$ cat src/rtl/fifo_pkg.sv
// Shared constants and parameter helpers for the synchronous FIFO family.
package fifo_pkg;

    localparam int FIFO_MODE_STD  = 32'sd0;
    localparam int FIFO_MODE_FWFT = 32'sd1;

    function automatic int fifo_cnt_width(input int depth);
        return $clog2(depth) + 32'sd1;
    endfunction

    // True when DEPTH is a power of two >= 4 and both thresholds are legal.
    function automatic bit fifo_params_ok(input int depth, input int addr_bits,
                                          input int af_thresh, input int ae_thresh);
        return (depth >= 32'sd4)
            && ((depth & (depth - 32'sd1)) == 32'sd0)
            && (addr_bits + 32'sd1 == fifo_cnt_width(depth))
            && (af_thresh >= 32'sd1) && (af_thresh <= depth)
            && (ae_thresh >= 32'sd0) && (ae_thresh <= depth - 32'sd1);
    endfunction

endpackage

$ cat src/rtl/fifo_mem.sv
// DEPTH x DATA_WIDTH storage: one write port, one read port that is either
// registered (standard mode) or asynchronous (first-word-fall-through).
module fifo_mem #(
    parameter int DATA_WIDTH = 8,
    parameter int DEPTH      = 16,
    parameter int ADDR_BITS  = 4,
    parameter int REG_READ   = 1
) (
    input  logic                  clk,
    input  logic                  rst,
    input  logic                  wr_en,
    input  logic [ADDR_BITS-1:0]  wr_addr,
    input  logic [DATA_WIDTH-1:0] wr_data,
    input  logic                  rd_en,
    input  logic [ADDR_BITS-1:0]  rd_addr,
    output logic [DATA_WIDTH-1:0] rd_data
);

    logic [DATA_WIDTH-1:0] r_mem [DEPTH];

    // Storage array is deliberately left out of reset.
    always_ff @(posedge clk) begin
        if (wr_en) begin
            r_mem[wr_addr] <= wr_data;
        end
    end

    if (REG_READ != 0) begin : g_reg_read
        logic [DATA_WIDTH-1:0] r_rd_data;

        // Read register loads only on an accepted read and holds otherwise.
        always_ff @(posedge clk) begin
            if (rst) begin
                r_rd_data <= '0;
            end else if (rd_en) begin
                r_rd_data <= r_mem[rd_addr];
            end
        end

        assign rd_data = r_rd_data;
    end else begin : g_async_read
        assign rd_data = r_mem[rd_addr];
    end

endmodule

$ cat src/rtl/sync_fifo_pro.sv
// Single-clock FIFO with standard/FWFT read mode, almost flags, sticky
// overflow/underflow flags and an occupancy high-water mark.
module sync_fifo_pro
    import fifo_pkg::*;
#(
    parameter int DATA_WIDTH = 8,
    parameter int DEPTH      = 16,
    parameter int ADDR_BITS  = $clog2(DEPTH),
    parameter int FWFT       = FIFO_MODE_STD,
    parameter int AF_THRESH  = DEPTH - 2,
    parameter int AE_THRESH  = 2
) (
    input  logic                  clk,
    input  logic                  rst,
    input  logic                  wr_en,
    input  logic [DATA_WIDTH-1:0] wr_data,
    input  logic                  rd_en,
    input  logic                  stat_clr,
    output logic [DATA_WIDTH-1:0] rd_data,
    output logic                  rd_valid,
    output logic                  full,
    output logic                  empty,
    output logic                  almost_full,
    output logic                  almost_empty,
    output logic [ADDR_BITS:0]    count,
    output logic [ADDR_BITS:0]    max_count,
    output logic                  overflow,
    output logic                  underflow,
    output logic                  ovf_sticky,
    output logic                  unf_sticky
);

    if (!fifo_params_ok(DEPTH, ADDR_BITS, AF_THRESH, AE_THRESH)) begin : g_param_check
        $error("sync_fifo_pro: DEPTH must be a power of two >= 4 with legal thresholds");
    end

    localparam int PW = ADDR_BITS + 1;
    localparam logic [PW-1:0] ONE_W   = {{ADDR_BITS{1'b0}}, 1'b1};
    localparam logic [PW-1:0] DEPTH_C = PW'(DEPTH);
    localparam logic [PW-1:0] AF_C    = PW'(AF_THRESH);
    localparam logic [PW-1:0] AE_C    = PW'(AE_THRESH);

    logic [PW-1:0] r_wr_ptr;
    logic [PW-1:0] r_rd_ptr;
    logic [PW-1:0] r_count;
    logic [PW-1:0] r_max_count;
    logic          r_full;
    logic          r_empty;
    logic          r_almost_full;
    logic          r_almost_empty;
    logic          r_overflow;
    logic          r_underflow;
    logic          r_ovf_sticky;
    logic          r_unf_sticky;
    logic          r_rd_valid;

    logic          w_rd_accept;
    logic          w_wr_accept;
    logic          w_ovf;
    logic          w_unf;
    logic [PW-1:0] w_cnt_next;
    logic [DATA_WIDTH-1:0] w_mem_rd_data;

    // A write into a full FIFO still succeeds when a read frees a slot in the same cycle.
    assign w_rd_accept = rd_en && !r_empty;
    assign w_wr_accept = wr_en && (!r_full || w_rd_accept);
    assign w_ovf       = wr_en && r_full && !w_rd_accept;
    assign w_unf       = rd_en && r_empty;

    // Occupancy after this edge.
    always_comb begin
        w_cnt_next = r_count;
        if (w_wr_accept && !w_rd_accept) begin
            w_cnt_next = r_count + ONE_W;
        end else if (w_rd_accept && !w_wr_accept) begin
            w_cnt_next = r_count - ONE_W;
        end else begin
            w_cnt_next = r_count;
        end
    end

    // Pointers, occupancy, flags, error pulses/stickies and the watermark.
    always_ff @(posedge clk) begin
        if (rst) begin
            r_wr_ptr       <= '0;
            r_rd_ptr       <= '0;
            r_count        <= '0;
            r_max_count    <= '0;
            r_full         <= 1'b0;
            r_empty        <= 1'b1;
            r_almost_full  <= 1'b0;
            r_almost_empty <= 1'b1;
            r_overflow     <= 1'b0;
            r_underflow    <= 1'b0;
            r_ovf_sticky   <= 1'b0;
            r_unf_sticky   <= 1'b0;
            r_rd_valid     <= 1'b0;
        end else begin
            if (w_wr_accept) begin
                r_wr_ptr <= r_wr_ptr + ONE_W;
            end
            if (w_rd_accept) begin
                r_rd_ptr <= r_rd_ptr + ONE_W;
            end
            r_count        <= w_cnt_next;
            r_full         <= (w_cnt_next == DEPTH_C);
            r_empty        <= (w_cnt_next == '0);
            r_almost_full  <= (w_cnt_next >= AF_C);
            r_almost_empty <= (w_cnt_next <= AE_C);
            r_overflow     <= w_ovf;
            r_underflow    <= w_unf;
            r_rd_valid     <= w_rd_accept;
            if (w_ovf) begin
                r_ovf_sticky <= 1'b1;
            end else if (stat_clr) begin
                r_ovf_sticky <= 1'b0;
            end
            if (w_unf) begin
                r_unf_sticky <= 1'b1;
            end else if (stat_clr) begin
                r_unf_sticky <= 1'b0;
            end
            if (stat_clr || (w_cnt_next > r_max_count)) begin
                r_max_count <= w_cnt_next;
            end
        end
    end

    fifo_mem #(
        .DATA_WIDTH (DATA_WIDTH),
        .DEPTH      (DEPTH),
        .ADDR_BITS  (ADDR_BITS),
        .REG_READ   ((FWFT == FIFO_MODE_STD) ? 32'sd1 : 32'sd0)
    ) u_mem (
        .clk     (clk),
        .rst     (rst),
        .wr_en   (w_wr_accept && !rst),
        .wr_addr (r_wr_ptr[ADDR_BITS-1:0]),
        .wr_data (wr_data),
        .rd_en   (w_rd_accept),
        .rd_addr (r_rd_ptr[ADDR_BITS-1:0]),
        .rd_data (w_mem_rd_data)
    );

    assign rd_data      = w_mem_rd_data;
    assign rd_valid     = (FWFT == FIFO_MODE_FWFT) ? !r_empty : r_rd_valid;
    assign full         = r_full;
    assign empty        = r_empty;
    assign almost_full  = r_almost_full;
    assign almost_empty = r_almost_empty;
    assign count        = r_count;
    assign max_count    = r_max_count;
    assign overflow     = r_overflow;
    assign underflow    = r_underflow;
    assign ovf_sticky   = r_ovf_sticky;
    assign unf_sticky   = r_unf_sticky;

endmodule

$ cat config.mk
export PLATFORM = sky130hd
export DESIGN_NAME = sync_fifo_pro
export DESIGN_NICKNAME = d
export VERILOG_FILES = /design/src/rtl/fifo_pkg.sv /design/src/rtl/fifo_mem.sv /design/src/rtl/sync_fifo_pro.sv
export SDC_FILE = /design/constraint.sdc
export NUM_CORES = 1
export LEC_CHECK = 0
export ABC_AREA = 0
export CAP_MARGIN = 25
export CORE_MARGIN = 5
export CORE_UTILIZATION = 30
export CTS_CLUSTER_DIAMETER = 60
export DETAILED_ROUTE_END_ITERATION = 8
export HOLD_SLACK_MARGIN = 0.02
export SLEW_MARGIN = 20
export SYNTH_ARGS = -nofsm -noshare
export SYNTH_HDL_FRONTEND = slang
export SYNTH_HIERARCHICAL = 1
export SYNTH_SLANG_ARGS = --single-unit
$ cat constraint.sdc
create_clock -name clk -period 5.3 [get_ports clk]
set_clock_uncertainty 0.1 [all_clocks]
set_input_delay 0.795 -clock clk [delete_from_list [all_inputs] [get_ports clk]]
set_output_delay 0.795 -clock clk [all_outputs]
set_load 0.005 [all_outputs]
==> results.json, run 1 <==
{
  "result_of_the_run": "completed",
  "tritoncts": "built",
  "worstSkewPairLatency_ns": 0.42,
  "post-layout-total-power_mw": 3.08,
  "worst_path_largest_cell_delay_ns": 0.64,
  "warnings_synthesis": 6,
  "final.setup.worst_slack_ns": 1.37,
  "routed_via_density": 4.88,
  "synth_area_um2": 6700,
  "pin_count": 40,
  "static-leakage-power_nw": 2.55,
  "placement.io_buffers": 39,
  "postCtsSetupBuffers": 0,
  "globalRouteOverflowTotal": 0,
  "m1_gr_usage_pct": 14.5,
  "place_worst_setup_slack_ns": 0.989,
  "tritoncts.num_buffers": 17,
  "cpLargestDelayFamily": "simple AND/OR/NAND/NOR gates",
  "timing.hold.ws_ns": 0.352,
  "timing.critical_path.fanout_max": 8,
  "route.detailed.drc": 0,
  "placed_area_um2": 7350,
  "place.detailed.hpwl_um": 9160,
  "final-max-slew-violation-count": 0,
  "die_height_um": 159,
  "syn_area_per_cell_um2": 14.6,
  "initial_utilization_pct": 30.6,
  "synth_sequential_area_ratio_pct": 67.8,
  "finalNetCount": 529,
  "critical_path.startpoint_type": "primary input",
  "postSynth.topFlopCell": "sky130_fd_sc_hd__edfxtp_1",
  "yosysUniqueCellTypes": 55,
  "insertedDiodeCount": 0,
  "total_iterations_of_the_first_detailed_routing_run": 4,
  "grt_max_degree": 49,
  "core-area_um2": 21900,
  "setup_repair_after_global_routing_missed_its_margin": "no",
  "clkTransAtPathRegs_ns": 0.06,
  "ys_ff_latch": 163,
  "gp_routability_congestion": 0.784,
  "die-area_um2": 25400,
  "antenna_left": 0,
  "power.ir.vdd_worst_uv": 302,
  "ctsLongestPathBuffers": 2,
  "clock_tree.root_cell": "sky130_fd_sc_hd__clkbuf_16",
  "minimum_period_implied_by_the_final_worst_setup_slack_ns": 3.93,
  "cap_violations": 0,
  "drt_first_iter_violations": 261,
  "fin_tns_setup_ns": 0,
  "final_layout_size_suffix_gt1_share_pct": 10.4,
  "fin_crit_sh_pct": 74.2,
  "routed-via-count": 3906,
  "relSlewSlack_pct": 32.1,
  "finalWirelength_um": 14400,
  "crit_type": "in2reg",
  "nets_in_the_synthesized_netlist": 479,
  "crit_required_ns": 5.51,
  "fmax_mhz": 254,
  "min-delay-path-class": "reg2reg",
  "cts_hold_buffers": 0,
  "use_met3_pct": 3.31,
  "timing.final.hold_violations": 0,
  "aggregate_global_route_resource_usage_pct": 11.3,
  "critical_path.n_buffers_inverters": 2,
  "worstMarginPinSlew_ns": 1.02,
  "worst_setup_path_end_kind": "flop",
  "postLayoutCellArea_um2": 7910,
  "cts_resized": 0,
  "critPathSlowestCell": "sky130_fd_sc_hd__nor4b_1",
  "grt_pass1_vias": 4033,
  "ys_async_sr_fraction_pct": 0,
  "cp_cell_sequence": "clkdlybuf4s50_1 > nor2b_4 > and4_1 > o2bb2ai_1 > xnor2_1 > inv_1 > ha_1 > nand3_1 > nor4b_1 > a21o_2 > mux2_4",
  "setup_viol": 0,
  "area.growth.synth_to_final_pct": 17.9,
  "cellPowerDensity_nw_per_um2": 389,
  "grt-busiest-layer": "met2",
  "cts.sinks": 163,
  "avgRoutedWirePerCell_um": 17.9,
  "antenna_found_initial": 0,
  "critical_path_arrival_ns": 4.14,
  "number_of_synthesized_flops_with_an_enable_pin": 128,
  "fp.dieW_um": 159,
  "cts_htree_levels": 4,
  "row_count": 54,
  "global_route_wire_length_before_repair_um": 22500,
  "synthCells": 458,
  "grtUsageMet2_pct": 18.4
}
[synth_stat cells (all sizes together) (4+ instances only)]
cell	count	area share (%)
nand3b	4	0.45
and2	4	0.37
nand2	26	1.5
a22oi	24	2.7
nor3	7	0.60
nor2b	4	0.49
xor2	5	0.77
nor2	30	1.7
inv	11	0.62
ha	8	1.5
a21oi	11	0.82
dfxtp	35	10
mux2i	66	9.9
edfxtp	128	57
xnor2	4	0.52
buf	15	2.3
nand2b	4	0.49
nand3	30	2.2
[path summary, 6_finish.rpt]
check	start	end	slack (ns)	depth (start not counted)
worst min register to register	u_mem/rd_data[3]$_SDFFE_PP0P_	u_mem/rd_data[3]$_SDFFE_PP0P_	0.35	2
worst min-delay path	u_mem/rd_data[3]$_SDFFE_PP0P_	u_mem/rd_data[3]$_SDFFE_PP0P_	0.35	2
worst max-delay path	wr_en	max_count[0]$_SDFFE_PP0P_	1.37	11
worst max register to register	count[1]$_SDFF_PP0_	max_count[0]$_SDFFE_PP0P_	1.88	10
[area by class of cell]
class / instances / area (um2)
Sequential cell: 163 / 4550
Fill cell: 2107 / 14000
Timing Repair Buffer: 48 / 458
Clock inverter: 14 / 121
Inverter: 12 / 45.0
Multi-Input combinational cell: 266 / 1950
Clock buffer: 18 / 429
Tap cell: 280 / 350
[cell families (layout without fill, tap and decap cells)]
kind of cell | after synthesis | after routing | share of synthesized area, %
compound gates | 55 | 55 | 6.01
xor+xnor | 10 | 10 | 1.62
fa+ha+maj | 8 | 8 | 1.49
buf+inv | 29 | 92 | 3.08
flops | 163 | 163 | 67.8
mux | 68 | 68 | 10.3
simple gates | 125 | 125 | 9.71
[state kept, by name (all words and copies together), names as in the netlist, 4 cells and up]
name / cells
u_mem/r_mem: 128
u_mem/rd_data: 8
r_rd_ptr: 4
r_wr_ptr: 4
count: 5
max_count: 5
[cell usage in the layout, fill, tap and decap left out, types with 4 or more instances in the layout]
master | netlist | final
sky130_fd_sc_hd__nand3_1 | 30 | 30
sky130_fd_sc_hd__nor2_1 | 30 | 30
sky130_fd_sc_hd__edfxtp_1 | 128 | 128
sky130_fd_sc_hd__nand3b_1 | 4 | 4
sky130_fd_sc_hd__clkdlybuf4s50_1 | 0 | 39
sky130_fd_sc_hd__nand2_1 | 25 | 25
sky130_fd_sc_hd__a22oi_1 | 24 | 24
sky130_fd_sc_hd__inv_8 | 0 | 4
sky130_fd_sc_hd__xor2_1 | 4 | 4
sky130_fd_sc_hd__inv_1 | 11 | 11
sky130_fd_sc_hd__dfxtp_1 | 35 | 34
sky130_fd_sc_hd__xnor2_1 | 4 | 4
sky130_fd_sc_hd__buf_4 | 0 | 9
sky130_fd_sc_hd__and2_1 | 4 | 4
sky130_fd_sc_hd__ha_1 | 8 | 8
sky130_fd_sc_hd__a21oi_1 | 11 | 11
sky130_fd_sc_hd__mux2i_1 | 66 | 66
sky130_fd_sc_hd__clkbuf_16 | 0 | 17
sky130_fd_sc_hd__nor3_1 | 6 | 6
[worst min-delay path: cells and delay by family, from the launching register on]
| kind | cells | cell delay (ns) |
|---|---|---|
| DFF | 1 | 0.33 |
| and+or+nand+nor | 2 | 0.10 |
[per-stage QoR]
| step | std cells | utilization [%] |
|---|---|---|
| after floorplan | 458 | - |
| after global placement | 769 | 33.6 |
| after detailed placement | 769 | 33.6 |
| after CTS | 801 | 36.1 |
| after global routing | 801 | 36.1 |
| final | 801 | 36.1 |
[metal layers]
metal  vias up  wire length [um]
li1       1839                 -
met5         -                 0
met1      1976              6530
met2        81              6960
met3        10               637
met4         0               240
[power by group]
| group | internal [mW] | total [mW] | switching [mW] | leakage [nW] |
|---|---|---|---|---|
| Combinational | 0.217 | 0.469 | 0.251 | 0.845 |
| Sequential | 1.43 | 1.48 | 0.0479 | 1.44 |
| Clock | 0.615 | 1.13 | 0.517 | 0.267 |
| Total | 2.26 | 3.08 | 0.817 | 2.55 |
No activity file was read; power rests on OpenSTA's default activity.
==> run 2: changes to the inputs <==
Clock period 5.3 ns to 3.45 ns, I/O delays scaled along.
==> run 2 against run 1 <==
Compared with the run above: sequential power increased by 53%; final area increased by 3.2%; first-iteration DRC count decreased by 18%; non-clock buffer count increased by 25; sequential share of layout area decreased by 1.8 points; clock power increased by 70%; flip-flop and latch count unchanged; global-route usage increased by 0.35 points; via count increased by 2.0%; hold slack improved by 0.0060 ns; highest routed layer unchanged.
==> results.json, run 2 (synthesis results as in run 1) <==
{
  "reg2reg_slack_ns": 0.41,
  "tritoncts": "built",
  "gp_routability_congestion": 0.762,
  "drt_first_iter_violations": 213,
  "layout_common_cells": "sky130_fd_sc_hd__edfxtp_1 (128), sky130_fd_sc_hd__mux2i_1 (66), sky130_fd_sc_hd__clkdlybuf4s50_1 (39), sky130_fd_sc_hd__dfxtp_1 (34), sky130_fd_sc_hd__buf_4 (33)",
  "crit-reg2reg-launch": "count[1]$_SDFF_PP0_",
  "area.growth.synth_to_final_pct": 21.7,
  "routed-via-count": 3983,
  "r2r_end": "max_count[0]$_SDFFE_PP0P_",
  "cap_violations": 0,
  "fmax_mhz": 315,
  "fin_crit_sh_pct": 92.0,
  "ctsLongestPathBuffers": 2,
  "insertedDiodeCount": 0,
  "postLayoutCellArea_um2": 8160,
  "cts_hold_buffers": 0,
  "critical_path.startpoint_type": "primary input",
  "power.share.combinational_pct": 16.0,
  "antenna_left": 0,
  "cts_resized": 0,
  "initial_utilization_pct": 30.6,
  "clkTransAtPathRegs_ns": 0.06,
  "setup.worst_path.start": "rd_en",
  "placement.io_buffers": 39,
  "finalWirelength_um": 14600,
  "timing.critical_path.fanout_max": 5,
  "hold_end": "unf_sticky$_SDFFE_PP0P_",
  "postCtsSetupBuffers": 0,
  "placed_area_um2": 7560,
  "static-leakage-power_nw": 2.71,
  "worst_hold_startpoint": "unf_sticky$_SDFFE_PP0P_",
  "whs_path_depth": 1,
  "core-area_um2": 21900,
  "crit_type": "in2reg",
  "worstMarginPinSlew_ns": 0.959,
  "cts.sinks": 163,
  "worstRegToRegCells": 11,
  "final-max-slew-violation-count": 0,
  "critical_path_arrival_ns": 3.38,
  "pin_count": 40,
  "worstSkewPairLatency_ns": 0.42,
  "row_count": 54,
  "dp_cells": 794,
  "grt_max_degree": 45,
  "final_layout_size_suffix_gt1_share_pct": 14.7,
  "avgRoutedWirePerCell_um": 17.6,
  "antenna_found_initial": 0,
  "result_of_the_run": "completed",
  "switchingPower_mw": 1.26,
  "minimum_period_implied_by_the_final_worst_setup_slack_ns": 3.17,
  "timing.final.hold_violations": 0,
  "crit_required_ns": 3.66,
  "finalNonFillerCells": 826,
  "tritoncts.num_buffers": 17,
  "power.share.sequential_pct": 45.5,
  "power.share.switching_pct": 25.3,
  "place_worst_setup_slack_ns": -0.0995,
  "fp.dieW_um": 159,
  "grt_pass1_vias": 4140,
  "total_iterations_of_the_first_detailed_routing_run": 5,
  "min-delay-path-class": "reg2reg",
  "top_register": "u_mem/r_mem",
  "relSlewSlack_pct": 36.0,
  "final.fill_count": 2078,
  "cellPowerDensity_nw_per_um2": 612,
  "clock_power_share_pct": 38.5,
  "routed_via_density": 4.82,
  "final.setup.worst_slack_ns": 0.278,
  "worst_setup_path_end_kind": "flop",
  "cts_htree_levels": 4,
  "mostFrequentLayoutCell": "sky130_fd_sc_hd__edfxtp_1",
  "setup_viol": 0,
  "die_height_um": 159,
  "route.detailed.drc": 0,
  "finish.utilization_pct": 37.3,
  "clock_tree.root_cell": "sky130_fd_sc_hd__clkbuf_16",
  "aggregate_global_route_resource_usage_pct": 11.7,
  "globalRouteOverflowTotal": 0,
  "power.ir.vdd_worst_uv": 333,
  "place.detailed.hpwl_um": 9420,
  "global_route_wire_length_before_repair_um": 23200,
  "internal_power_mw": 3.73,
  "largest_reg_flops": 128,
  "finalNetCount": 554,
  "fin_tns_setup_ns": 0,
  "die-area_um2": 25400,
  "setup_repair_after_global_routing_missed_its_margin": "no"
}
-- run 2: power by group through the flow --
stage / sequential, mW / combinational [mW] / clock (mW)
2_1_floorplan: 2.30 / 0.428 / 0
3_3_place_gp: 2.31 / 0.755 / 0
3_5_place_dp: 2.31 / 0.785 / 0
4_1_cts: 2.27 / 0.792 / 1.96
5_1_grt: 2.28 / 0.873 / 2.06
6_report: 2.27 / 0.798 / 1.92
-- run 2: metal layers --
layer	global-route usage [%]	part of all wire, %
met2	19.2	49
met3	3.31	4.1
met5	0	0
met4	3.64	1.4
met1	15.0	45
-- run 2: worst max path at each step --
stage	end	slack [ns]	cells after the start
final	max_count[0]$_SDFFE_PP0P_	0.28	12
after global routing	max_count[0]$_SDFFE_PP0P_	0.1	11
after CTS	max_count[0]$_SDFFE_PP0P_	0.34	11
after detailed placement	max_count[0]$_SDFFE_PP0P_	-0.1	12
after global placement	max_count[4]$_SDFFE_PP0P_	0.03	11
after floorplan	max_count[0]$_SDFFE_PP0P_	0.36	11
-- run 2: worst max-delay path: stages --
cell                              delay, ns
sky130_fd_sc_hd__clkdlybuf4s50_1       0.55
sky130_fd_sc_hd__nand2b_4              0.07
sky130_fd_sc_hd__or3_1                 0.35
sky130_fd_sc_hd__o2bb2ai_1             0.17
sky130_fd_sc_hd__xnor2_1               0.17
sky130_fd_sc_hd__inv_1                 0.07
sky130_fd_sc_hd__ha_1                  0.37
sky130_fd_sc_hd__nand3_1               0.12
sky130_fd_sc_hd__nor4_1                0.32
sky130_fd_sc_hd__nor3_2                0.12
sky130_fd_sc_hd__a21o_2                0.26
sky130_fd_sc_hd__mux2_4                0.29
-- run 2: final cells by class --
class	count	area (um2)	area share [%]
tap	280	350	4.29
clock inverter	15	178	2.18
clock buffer	17	425	5.21
timing repair buffer	73	658	8.07
multi-input combinational	266	1960	24.0
sequential	163	4550	55.7
inverter	12	45.0	0.552
-- run 2: metrics by stage --
| stage | hold slack, ns | total power, mW |
|---|---|---|
| 2_1_floorplan | 0.350 | 2.73 |
| 3_3_place_gp | 0.341 | 3.07 |
| 3_5_place_dp | 0.344 | 3.10 |
| 4_1_cts | 0.361 | 5.03 |
| 5_1_grt | 0.392 | 5.22 |
| 6_report | 0.358 | 5.00 |
